$ cat config.mk
export PLATFORM = sky130hd
export DESIGN_NAME = shift_reg_n_flat
export DESIGN_NICKNAME = d
export VERILOG_FILES = /design/src/rtl/shift_reg_n_if.sv /design/src/rtl/shift_reg_n.sv /design/src/flat_wrapper.sv
export SDC_FILE = /design/constraint.sdc
export NUM_CORES = 1
export LEC_CHECK = 0
export ABC_CLOCK_PERIOD_IN_PS = 2100
export BUFFER_PORTS_ARGS = -buffer_cell sky130_fd_sc_hd__buf_2
export CORE_MARGIN = 4
export CORE_UTILIZATION = 25
export DETAILED_ROUTE_END_ITERATION = 6
export SYNTH_ARGS = -nofsm -noshare
export SYNTH_HDL_FRONTEND = slang
export SYNTH_SLANG_ARGS = --single-unit
$ cat constraint.sdc
create_clock -name clk -period 2.1 [get_ports clk]
set_input_delay 0.42 -clock clk [delete_from_list [all_inputs] [get_ports clk]]
set_output_delay 0.42 -clock clk [all_outputs]
set_load 0.02 [all_outputs]
$ cat src/rtl/shift_reg_n_if.sv
// Control/data bundle for shift_reg_n: operation requests in, register state and status out.
interface shift_reg_n_if #(
    parameter int WIDTH = 8,
    parameter int CNT_W = 4
);
    logic             set;
    logic             ld_str;
    logic [WIDTH-1:0] d_in;
    logic             start;
    logic [2:0]       mode;
    logic [CNT_W-1:0] amount;
    logic             sl_in;
    logic             sr_in;
    logic [WIDTH-1:0] q;
    logic             sl_out;
    logic             sr_out;
    logic             cy;
    logic             busy;
    logic             done;

    modport master (
        output set, ld_str, d_in, start, mode, amount, sl_in, sr_in,
        input  q, sl_out, sr_out, cy, busy, done
    );

    modport slave (
        input  set, ld_str, d_in, start, mode, amount, sl_in, sr_in,
        output q, sl_out, sr_out, cy, busy, done
    );
endinterface

$ cat src/rtl/shift_reg_n.sv
// Multi-step shift/rotate/count register with load, preset and a
// start/busy/done sequencer performing one step per clock.
module shift_reg_n #(
    parameter int WIDTH = 8,
    parameter int CNT_W = 4
) (
    input logic         clk,
    input logic         clr,
    shift_reg_n_if.slave bus
);
    typedef enum logic [1:0] {IDLE, RUN, DONE} state_t;

    state_t           state;
    logic [WIDTH-1:0] q_r;
    logic             cy_r;
    logic [CNT_W-1:0] cnt;
    logic [2:0]       mode_r;
    logic             busy_r;
    logic             done_r;

    logic [WIDTH-1:0] step_q;
    logic             step_cy;

    // Result of one step of the latched operation applied to the current register.
    always_comb begin
        step_q  = q_r;
        step_cy = cy_r;
        case (mode_r)
            3'b000: begin step_q = {q_r[WIDTH-2:0], bus.sl_in};  step_cy = q_r[WIDTH-1]; end
            3'b001: begin step_q = {bus.sr_in, q_r[WIDTH-1:1]};  step_cy = q_r[0];       end
            3'b010: begin step_q = {q_r[WIDTH-2:0], q_r[WIDTH-1]}; step_cy = q_r[WIDTH-1]; end
            3'b011: begin step_q = {q_r[0], q_r[WIDTH-1:1]};     step_cy = q_r[0];       end
            3'b100: begin step_q = {q_r[WIDTH-1], q_r[WIDTH-1:1]}; step_cy = q_r[0];     end
            3'b101: begin step_q = q_r + 1'b1;                   step_cy = &q_r;         end
            3'b110: begin step_q = q_r - 1'b1;                   step_cy = ~|q_r;        end
            default: begin step_q = q_r;                         step_cy = cy_r;         end
        endcase
    end

    // Sequencer and datapath: clr > set > load (IDLE) > start; one step per RUN edge.
    always_ff @(posedge clk) begin
        if (clr) begin
            state  <= IDLE;
            q_r    <= '0;
            cy_r   <= 1'b0;
            cnt    <= '0;
            mode_r <= '0;
            busy_r <= 1'b0;
            done_r <= 1'b0;
        end else if (bus.set) begin
            state  <= IDLE;
            q_r    <= '1;
            cy_r   <= 1'b0;
            cnt    <= '0;
            busy_r <= 1'b0;
            done_r <= 1'b0;
        end else begin
            case (state)
                IDLE: begin
                    done_r <= 1'b0;
                    if (bus.ld_str) begin
                        q_r  <= bus.d_in;
                        cy_r <= 1'b0;
                    end else if (bus.start) begin
                        mode_r <= bus.mode;
                        if (bus.amount != '0) begin
                            cnt    <= bus.amount;
                            state  <= RUN;
                            busy_r <= 1'b1;
                        end else begin
                            state  <= DONE;
                            done_r <= 1'b1;
                        end
                    end
                end
                RUN: begin
                    q_r  <= step_q;
                    cy_r <= step_cy;
                    cnt  <= cnt - 1'b1;
                    if (cnt == CNT_W'(1)) begin
                        state  <= DONE;
                        busy_r <= 1'b0;
                        done_r <= 1'b1;
                    end
                end
                default: begin
                    state  <= IDLE;
                    done_r <= 1'b0;
                end
            endcase
        end
    end

    assign bus.q      = q_r;
    assign bus.sl_out = q_r[WIDTH-1];
    assign bus.sr_out = q_r[0];
    assign bus.cy     = cy_r;
    assign bus.busy   = busy_r;
    assign bus.done   = done_r;
endmodule

$ cat src/flat_wrapper.sv
// flat-port wrapper written by rule: the top's interface ports become plain ports
module shift_reg_n_flat 
#(
    parameter int WIDTH = 8,
    parameter int CNT_W = 4
)
  (clk, clr, bus_set, bus_ld_str, bus_d_in, bus_start, bus_mode, bus_amount, bus_sl_in, bus_sr_in, bus_q, bus_sl_out, bus_sr_out, bus_cy, bus_busy, bus_done);
  shift_reg_n_if #(.WIDTH(WIDTH), .CNT_W(CNT_W)) bus_i ();
  input logic clk;
  input logic clr;
  input wire logic [$bits(bus_i.set)-1:0] bus_set;
  input wire logic [$bits(bus_i.ld_str)-1:0] bus_ld_str;
  input wire logic [$bits(bus_i.d_in)-1:0] bus_d_in;
  input wire logic [$bits(bus_i.start)-1:0] bus_start;
  input wire logic [$bits(bus_i.mode)-1:0] bus_mode;
  input wire logic [$bits(bus_i.amount)-1:0] bus_amount;
  input wire logic [$bits(bus_i.sl_in)-1:0] bus_sl_in;
  input wire logic [$bits(bus_i.sr_in)-1:0] bus_sr_in;
  output wire logic [$bits(bus_i.q)-1:0] bus_q;
  output wire logic [$bits(bus_i.sl_out)-1:0] bus_sl_out;
  output wire logic [$bits(bus_i.sr_out)-1:0] bus_sr_out;
  output wire logic [$bits(bus_i.cy)-1:0] bus_cy;
  output wire logic [$bits(bus_i.busy)-1:0] bus_busy;
  output wire logic [$bits(bus_i.done)-1:0] bus_done;
  assign bus_i.set = bus_set;
  assign bus_i.ld_str = bus_ld_str;
  assign bus_i.d_in = bus_d_in;
  assign bus_i.start = bus_start;
  assign bus_i.mode = bus_mode;
  assign bus_i.amount = bus_amount;
  assign bus_i.sl_in = bus_sl_in;
  assign bus_i.sr_in = bus_sr_in;
  assign bus_q = bus_i.q;
  assign bus_sl_out = bus_i.sl_out;
  assign bus_sr_out = bus_i.sr_out;
  assign bus_cy = bus_i.cy;
  assign bus_busy = bus_i.busy;
  assign bus_done = bus_i.done;
  shift_reg_n #(.WIDTH(WIDTH), .CNT_W(CNT_W)) u_core (.clk(clk), .clr(clr), .bus(bus_i));
endmodule
* After elaboration in Yosys (flattened, before gate mapping)
Index checks and enable logic that the tools add are counted. Widths: inputs -> output; s select.
Operators by class: bitwise logic cells 2, equality and inequality tests 18, reductions and logical operators 18, add/subtract/negate cells 3, mux-type cells 26
Operators with widths (number):
- $pmux 8 s7 | 1
- $mux 8 | 2
- $pmux 8 s2 | 1
- $mux 4 | 3
- $reduce_and 4->1 | 3
- $eq 3x3->1 const B | 3
- $mux 1 | 9
- $ne 9x9->1 const B | 1
- $reduce_and 3->1 | 3
- $add 8x1->8 const B | 1
- $mux 2 | 4
- $ne 8x8->1 const B | 1
- $pmux 4 s2 | 1
- $reduce_and 8->1 | 1
- $reduce_or 8->1 | 1
- $sub 8x1->8 const B | 1
- $eq 3x2->1 const B | 2
- $ne 2x2->1 const B | 3
- $ne 3x3->1 const B | 2
- $pmux 1 s2 | 3
- $ne 5x5->1 const B | 1
- $reduce_and 5->1 | 1
- $eq 4x1->1 const B | 1
- $ne 2x1->1 const B | 2
- 14 further kinds | 16
Word-level totals: word-level logic and storage cells 75, flip-flop bits (word level) 20, output and inout bits 13, input bits 22

* Longest topological paths before layout
Gate-level depths: netlist of run 1.
depth after elaboration 5, gate-level depth with buffers 10, depth with buffers taken out 8

* Least setup slack after synthesis of run 1
No wires, ideal clock.
path type flip-flop to flip-flop, from register u_core.q_r[1], in the netlist u_core.bus.q[1], to register u_core.q_r[4], in the netlist u_core.bus.q[4], data required time 2.008 ns, data arrival time 1.983 ns, setup slack 0.025 ns, period minus slack after synthesis 2.075 ns, stages on the path, launching flop included 10, path buffers 2, path through dfxtp_1 > buf_4 > xnor2_1 > ha_1 > clkbuf_1 > or4_1 > mux2i_1 > xor2_1 > a211oi_1 > nor4_1
Between the ends: cells in the longest elaborated chain, start to end 4, elaborated cells on any way between the ends 5
Ends and longest elaborated chain:
- start, declared | RTL line shift_reg_n.sv:14 | logic [WIDTH-1:0] q_r;
- start signal, assigned | RTL line shift_reg_n.sv:62 | q_r <= bus.d_in;
- start signal, assigned | RTL line shift_reg_n.sv:77 | q_r <= step_q;
- $sub 8x1->8 / $add 8x1->8 (equally long branches) | RTL line shift_reg_n.sv:35, shift_reg_n.sv:34
- $pmux 8 s7 (*) | RTL line shift_reg_n.sv:28 | case (mode_r)
- $pmux 8 s2 (*) | RTL line shift_reg_n.sv:58 | case (state)
- $mux 8 (*) | RTL line shift_reg_n.sv:50 | end else if (bus.set) begin
Every way passes the cells marked *; elsewhere a longest branch is shown, timed or not. A chain may end at the register's enable or synchronous reset.

* Worst setup path in the final report of run 1
from register u_core.mode_r[1], to register u_core.q_r[4], in the netlist u_core.bus.q[4]
Between the ends: cells in the longest elaborated chain, start to end 4, elaborated cells on any way between the ends 12
Ends and longest elaborated chain:
- start, declared | RTL line shift_reg_n.sv:17 | logic [2:0] mode_r;
- start signal, assigned | RTL line shift_reg_n.sv:65 | mode_r <= bus.mode;
- $eq 3x3->1 (tied with other cells) | RTL line shift_reg_n.sv:28
- $pmux 8 s7 | RTL line shift_reg_n.sv:28
- $pmux 8 s2 | RTL line shift_reg_n.sv:58
- $mux 8 | RTL line shift_reg_n.sv:50
Several ways; a longest one is shown, not always the timed one.

==> key figures, run 1 <==
Pwr
  • PwrDens: 539 nW/um^2
  • LEAKAGE: 0.879 nW
  • Max VDD drop: 0.178 mV

Worst setup path
  • Path depth of the worst reg2reg path: 8
  • Worst path arrival time: 2.07 ns
  • Critical setup path kind: reg2reg
  • CP max FO: 3
  • RR Endpoint: u_core.bus.q[4]$_SDFFE_PP0P_
  • Reg-to-Reg Start: u_core.mode_r[1]$_SDFFE_PP0P_
  • CP required: 2.29 ns
  • R2r setup slk: ~0.22 ns
  • Crit. End Element: register
  • Crit start category: register

STA
  • Final setup viols: 0
  • Final period util: 0.895
  • Final Slew Violations: 0
  • Min Tclk post-route: 1.88 ns
  • Fmax: 0.532 GHz
  • Relative slew slack: 0.569
  • Slew of the pin with the lowest slew margin: 0.646 ns
  • Endpoints failing hold: 0
  • RSZ-0062 raised after global routing: no
  • Final setup TNS: 0 ns
  • Layout Skew: 0.0104 ns

Die
  • I/O pin count: 35
  • Core ar.: between 6000 and 7000 um^2
  • Starting Density: 0.262
  • Die width: 93.4 um
  • Cell row count: 30
  • Die area: 8720 um^2
  • Die extent in y: between 90 and 100 um

GRT
  • Vias in the first global route: 1890
  • First-pass GRT wire length: approximately 9500 um
  • Grt total ovfl: 0
  • GRT Overall Usage: 0.136
  • Met2 Usage GRT: 0.217
  • Largest net degree at the start of global routing: 28
  • Gr busiest metal: met2
  • GR Util met1: 0.180
  • Met3 usage: 0.0346
  • Initial antenna violation count: 0

Synth
  • Mapped cell area: between 1500 and 2000 um^2
  • Cells after synthesis: 244
  • Area contributors post-synth: dfxtp_1 (22%), nor2_1 (5.8%), a21oi_1 (4.1%)
  • Post-synth top area cell: dfxtp_1
  • Synthesized area per cell: 7.47 um^2
  • Synth top cells by count: nor2_1 (28), dfxtp_1 (20), a21oi_1 (15)
  • Top_reg_cell synth: dfxtp_1
  • Synthesized flop and latch total: 20
  • Count leader, synth: nor2_1
  • EDFF count, synth: 0
  • Async SR Flop Fraction: 0
  • Sequential share of the synthesized area: 0.220
  • Post-Syn Nets: between 200 and 300
  • Yosys cell types: 57
  • Top cell type's share of synthesized area: 0.220
  • Synthesis Warnings: 0

Clock tree
  • Max clock buf depth: 2
  • CTS Hold Bufs: 0
  • CTS sink count: 20
  • TritonCTS clock tree: done
  • CTS Buf Count: 3
  • Worst-Skew Late Latency: ~0.28 ns
  • Clock slew at the register clock pins of the worst setup and hold paths: roughly 0.090 ns
  • Root Driver: clkbuf_8
  • Post-CTS setup repair buffer count: 0
  • Post-CTS sizing: 0
  • Max H-tree Level: 1

Hold path
  • Worst hold path type: in2reg
  • Hold path start: bus_mode[1]
  • Hold EP: u_core.mode_r[1]$_SDFFE_PP0P_
  • Hold path depth: 3

Final layout
  • Area occupied by multi-input gates: 1260 um^2
  • Syn-to-layout area delta: 21.0%
  • Fillers: 774
  • Antenna cell count: 0
  • Layout cells sized above 1: 0.251
  • Register Area: 402 um^2
  • Final Core Density: 0.317
  • Fin nets: 301

Route
  • Initial drt markers: 126
  • Residual DRC: 0
  • Vias per cell: 5.39
  • Post-route ant nets: 0
  • DRT Pass-1 Iters: 4
  • Via count: 1999
  • Post-Route WL: 5860 um
  • Routed len/inst: 15.8 um

Placement
  • I/O Buffers: 34
  • GPL Wtd Cong: 0.921
  • Final HPWL DP: 4440 um

Run status
  • Status: completed

Job
  • Max Cap Viol: 0
-- worst max-delay path by stage --
stage | cells past startpoint | to | slack, ns | start
3_5_place_dp | 8 | u_core.bus.q[4]$_SDFFE_PP0P_ | 0.20 | u_core.mode_r[2]$_SDFFE_PP0P_
6_report | 8 | u_core.bus.q[4]$_SDFFE_PP0P_ | 0.22 | u_core.mode_r[1]$_SDFFE_PP0P_
5_1_grt | 8 | u_core.bus.q[4]$_SDFFE_PP0P_ | 0.006 | u_core.mode_r[1]$_SDFFE_PP0P_
2_1_floorplan | 9 | u_core.bus.q[4]$_SDFFE_PP0P_ | 0.03 | u_core.bus.q[1]$_SDFFE_PP0P_
3_3_place_gp | 8 | u_core.bus.q[4]$_SDFFE_PP0P_ | 0.19 | u_core.mode_r[2]$_SDFFE_PP0P_
4_1_cts | 8 | u_core.bus.q[4]$_SDFFE_PP0P_ | 0.18 | u_core.mode_r[2]$_SDFFE_PP0P_
-- per-stage QoR --
step           hold WS [ns]  instances  total power, mW  instance area, um^2  setup slack [ns]
2_1_floorplan         0.494        244            0.665                 1820            0.0255
3_3_place_gp          0.468        367            0.779                 2130             0.192
3_5_place_dp          0.469        367            0.780                 2130             0.195
4_1_cts               0.386        371             1.20                 2200             0.180
5_1_grt               0.418        371             1.25                 2200           0.00640
6_report              0.393        371             1.19                 2200             0.221
-- power by group --
| group | internal, mW | switching (mW) | total (mW) |
|---|---|---|---|
| logic | 0.145 | 0.195 | 0.340 |
| registers | 0.399 | 0.0375 | 0.437 |
| clock network | 0.255 | 0.156 | 0.411 |
| total | 0.800 | 0.389 | 1.19 |
-- flip-flops by register name (all words and copies together), names as in the netlist --
register and count:
u_core.bus.done 1, u_core.bus.cy 1, u_core.bus.busy 1, u_core.bus.q 8
u_core.cnt 4, u_core.state 2, u_core.mode_r 3
-- critical path: stages (launching register included) --
cell and delay, ns:
dfxtp_1 0.40, nand3b_4 0.10, xnor2_1 0.13, ha_1 0.19
or4_1 0.39, mux2i_1 0.17, xor2_1 0.16, a211oi_1 0.06
nor4_1 0.22
-- cell families after synthesis --
| group | Yosys count | share of synthesized area |
|---|---|---|
| XOR/XNOR | 9 | 0.0433 |
| buffers and inverters | 34 | 0.0907 |
| flip-flops | 20 | 0.220 |
| adder cells (fa/ha/maj) | 3 | 0.0206 |
| AO/OA/AOI/OAI | 77 | 0.303 |
| AND/OR/NAND/NOR | 95 | 0.289 |
| multiplexers | 6 | 0.0337 |
-- cells in the final DEF, fill, tap and decap left out, drive strengths merged, types with 2 or more instances in the layout --
cell type  count
nor4           5
o22ai          8
dfxtp         20
nand3          7
xnor2          8
buf           53
or2            3
a221oi         6
o311ai         2
ha             3
or3            2
inv            8
clkbuf         3
nor3           8
or4            3
a31oi          5
a21oi         15
a2111oi        2
o211ai         6
mux2i          5
o31ai          2
nor2          28
nor2b          6
o221ai         4
and3           5
and4           2
a211oi         9
nand2         13
nand2b         8
o21ai          9
-- metal layers --
layer / routed length, um / up-vias / share of wire
li1: - / 971 / -
met1: 2540 / 939 / 0.43
met2: 2750 / 82 / 0.47
met3: 543 / 7 / 0.093
met4: 34 / 0 / 0.0058
met5: 0 / - / 0
-- layout make-up --
class,count,share of cell area
multi-input cells,190,0.570
flip-flops and latches,20,0.182
repair buffers,53,0.148
well taps,96,0.0545
clock buffers,3,0.0187
clock inverters,1,0.0136
inverters,8,0.0136
Note: power is estimated with default switching activity, not from simulation.
==> run 2, diff against run 1 <==
--- a/config.mk
+++ b/config.mk
@@ -9,6 +9,7 @@
 export BUFFER_PORTS_ARGS = -buffer_cell sky130_fd_sc_hd__buf_2
 export CORE_MARGIN = 4
 export CORE_UTILIZATION = 25
+export CTS_BUF_LIST = sky130_fd_sc_hd__clkbuf_4
 export DETAILED_ROUTE_END_ITERATION = 6
 export SYNTH_ARGS = -nofsm -noshare
 export SYNTH_HDL_FRONTEND = slang
==> key figures, run 2 (synthesis results as in run 1) <==
Run status
  • Status: completed

Final layout
  • Syn-to-layout area delta: 20.1%
  • Final Core Density: 0.315 (-0.00252)
  • Design Area, Final: 2190 um^2 (-0.79%)
  • Register Area: 403 um^2 (+0.31%)
  • Fillers: 773 (-0.13%)
  • Max reg flops: 8 (unchanged)
  • Fin nets: 301 (unchanged)
  • Layout cells sized above 1: 0.255 (+0.00364)
  • Commonest non-fill, non-tap cell in the layout: buf_2
  • Antenna cell count: 0 (unchanged)
  • Most frequent cells in the layout: buf_2 (34), nor2_1 (28), buf_4 (18), dfxtp_1 (18), a21oi_1 (15)
  • Area occupied by multi-input gates: 1260 um^2 (unchanged)

Placement
  • I/O Buffers: 34 (unchanged)
  • Worst slack, placed: 0.195 ns (unchanged)
  • Final HPWL DP: 4440 um (unchanged)
  • GPL Wtd Cong: 0.921 (unchanged)
  • Cell area after placement: 2130 um^2 (unchanged)

Route
  • Post-Route WL: 5850 um (-0.17%)
  • Post-route ant nets: 0 (unchanged)
  • Vias per cell: 5.44 (+0.90%)
  • Initial drt markers: 199 (+58%)
  • Residual DRC: 0 (unchanged)
  • Top Metal Used: met4
  • Via count: 2017 (+0.90%)
  • Routed len/inst: 15.8 um (-0.17%)
  • Met2 routed WL: 2720 um (-0.84%)
  • DRT Pass-1 Iters: 4 (unchanged)
  • Met3 routed WL: 522 um (-3.9%)
  • M1 wire length: 2520 um (-0.55%)

Die
  • Die area: 8720 um^2 (unchanged)
  • Die extent in y: 93.4 um (unchanged)
  • Cell row count: 30 (unchanged)
  • I/O pin count: 35 (unchanged)
  • Die width: 93.4 um (unchanged)
  • Starting Density: 0.262 (unchanged)
  • Core ar.: 6940 um^2 (unchanged)

STA
  • Final setup viols: 0 (unchanged)
  • Fin worst setup slack: 0.236 ns (+0.0150 ns)
  • Layout Skew: 0.0158 ns (+0.00542 ns)
  • Min Tclk post-route: 1.86 ns (-0.0150 ns)
  • Slew of the pin with the lowest slew margin: 0.653 ns (+0.00693 ns)
  • Final Slew Violations: 0 (unchanged)
  • Hold slack final: 0.335 ns (-0.0584 ns)
  • Final setup TNS: 0 ns (unchanged)
  • Endpoints failing hold: 0 (unchanged)
  • Fmax: 0.536 GHz (+0.80%)
  • Relative slew slack: 0.565 (-0.00462)
  • Final period util: 0.888 (-0.00713)
  • RSZ-0062 raised after global routing: no

Clock tree
  • Clock slew at the register clock pins of the worst setup and hold paths: 0.15 ns (+0.06 ns)
  • CTS sink count: 20 (unchanged)
  • Post-CTS sizing: 0 (unchanged)
  • Root Driver: clkbuf_4
  • Max clock buf depth: 2 (unchanged)
  • TritonCTS clock tree: done
  • Post-CTS setup repair buffer count: 0 (unchanged)
  • CTS Buf Count: 3 (unchanged)
  • Worst-Skew Late Latency: 0.33 ns (+0.05 ns)
  • CTS Hold Bufs: 0 (unchanged)
  • Max H-tree Level: 1 (unchanged)

GRT
  • Initial antenna violation count: 0 (unchanged)
  • Largest net degree at the start of global routing: 28 (unchanged)
  • Vias in the first global route: 1882 (-0.42%)
  • GRT Overall Usage: 0.136 (-0.000672)
  • Grt total ovfl: 0 (unchanged)
  • First-pass GRT wire length: 9520 um (-0.36%)

Worst setup path
  • Max stage delay on crit path: 0.39 ns (about the same)
  • Critical setup path kind: reg2reg
  • CP required: 2.36 ns (+0.07 ns)
  • Worst path arrival time: 2.12 ns (+0.05 ns)
  • Worst path bufs/invs: 0 (unchanged)
  • Worst-path cell chain: nand3b_4 -> xnor2_1 -> ha_1 -> or4_1 -> mux2i_1 -> xor2_1 -> a211oi_1 -> nor4_1
  • Crit path max-delay cell type: or4_1
  • Delay-heaviest family, CP: simple AND/OR/NAND/NOR gates
  • CP max FO: 2 (-1)
  • Crit start category: register
  • Crit. End Element: register

Pwr
  • PwrDens: 512 nW/um^2 (-5.1%)
  • Max VDD drop: 0.217 mV (+22%)
  • LEAKAGE: 0.872 nW (-0.83%)

Job
  • Max Cap Viol: 0 (unchanged)

Hold path
  • Worst hold path type: in2reg
run 2: cell counts in the layout (fill, tap and decap cells not counted):
No cell type changed its count.
run 2: worst reg2reg max path, delay by kind of cell, from the launching register on:
kind	cells	cell delay, ns
AND/OR/NAND/NOR	3	0.76
AO/OA/AOI/OAI	1	0.06
multiplexers	1	0.17
flip-flops	1	0.34
XOR/XNOR	2	0.29
adder cells (fa/ha/maj)	1	0.19
run 2: final timing paths:
path / from / to / slack (ns) / depth (start not counted)
worst max-delay path: u_core.mode_r[0]$_SDFFE_PP0P_ / u_core.bus.q[4]$_SDFFE_PP0P_ / 0.24 / 8
worst min-delay path: bus_mode[1] / u_core.mode_r[1]$_SDFFE_PP0P_ / 0.33 / 3
worst max register to register: u_core.mode_r[0]$_SDFFE_PP0P_ / u_core.bus.q[4]$_SDFFE_PP0P_ / 0.24 / 8
worst min register to register: u_core.bus.busy$_SDFFE_PP0P_ / u_core.bus.busy$_SDFFE_PP0P_ / 0.49 / 2
run 2: per-layer routing:
| layer | GRT usage | up-vias |
|---|---|---|
| met5 | 0 | - |
| met4 | 0.0366 | 0 |
| met3 | 0.0370 | 8 |
| met2 | 0.216 | 77 |
| met1 | 0.179 | 961 |
| li1 | - | 971 |
run 2: cell type report:
type                    count  area share
flip-flops and latches     20       0.184
clock inverters             1      0.0137
multi-input cells         190       0.574
clock buffers               3      0.0103
inverters                   8      0.0137
repair buffers             53       0.149
well taps                  96      0.0549
run 2: per-stage QoR:
| stage | total power, mW | instances |
|---|---|---|
| 6_report | 1.12 | 371 |
| 5_1_grt | 1.18 | 371 |
| 4_1_cts | 1.13 | 371 |
| 3_5_place_dp | 0.780 | 367 |
| 3_3_place_gp | 0.779 | 367 |
| 2_1_floorplan | 0.665 | 244 |
run 2: where the power goes:
| part | switching [mW] | internal [mW] |
|---|---|---|
| clock network | 0.150 | 0.193 |
| registers | 0.0374 | 0.400 |
| logic | 0.194 | 0.145 |
| total | 0.381 | 0.738 |
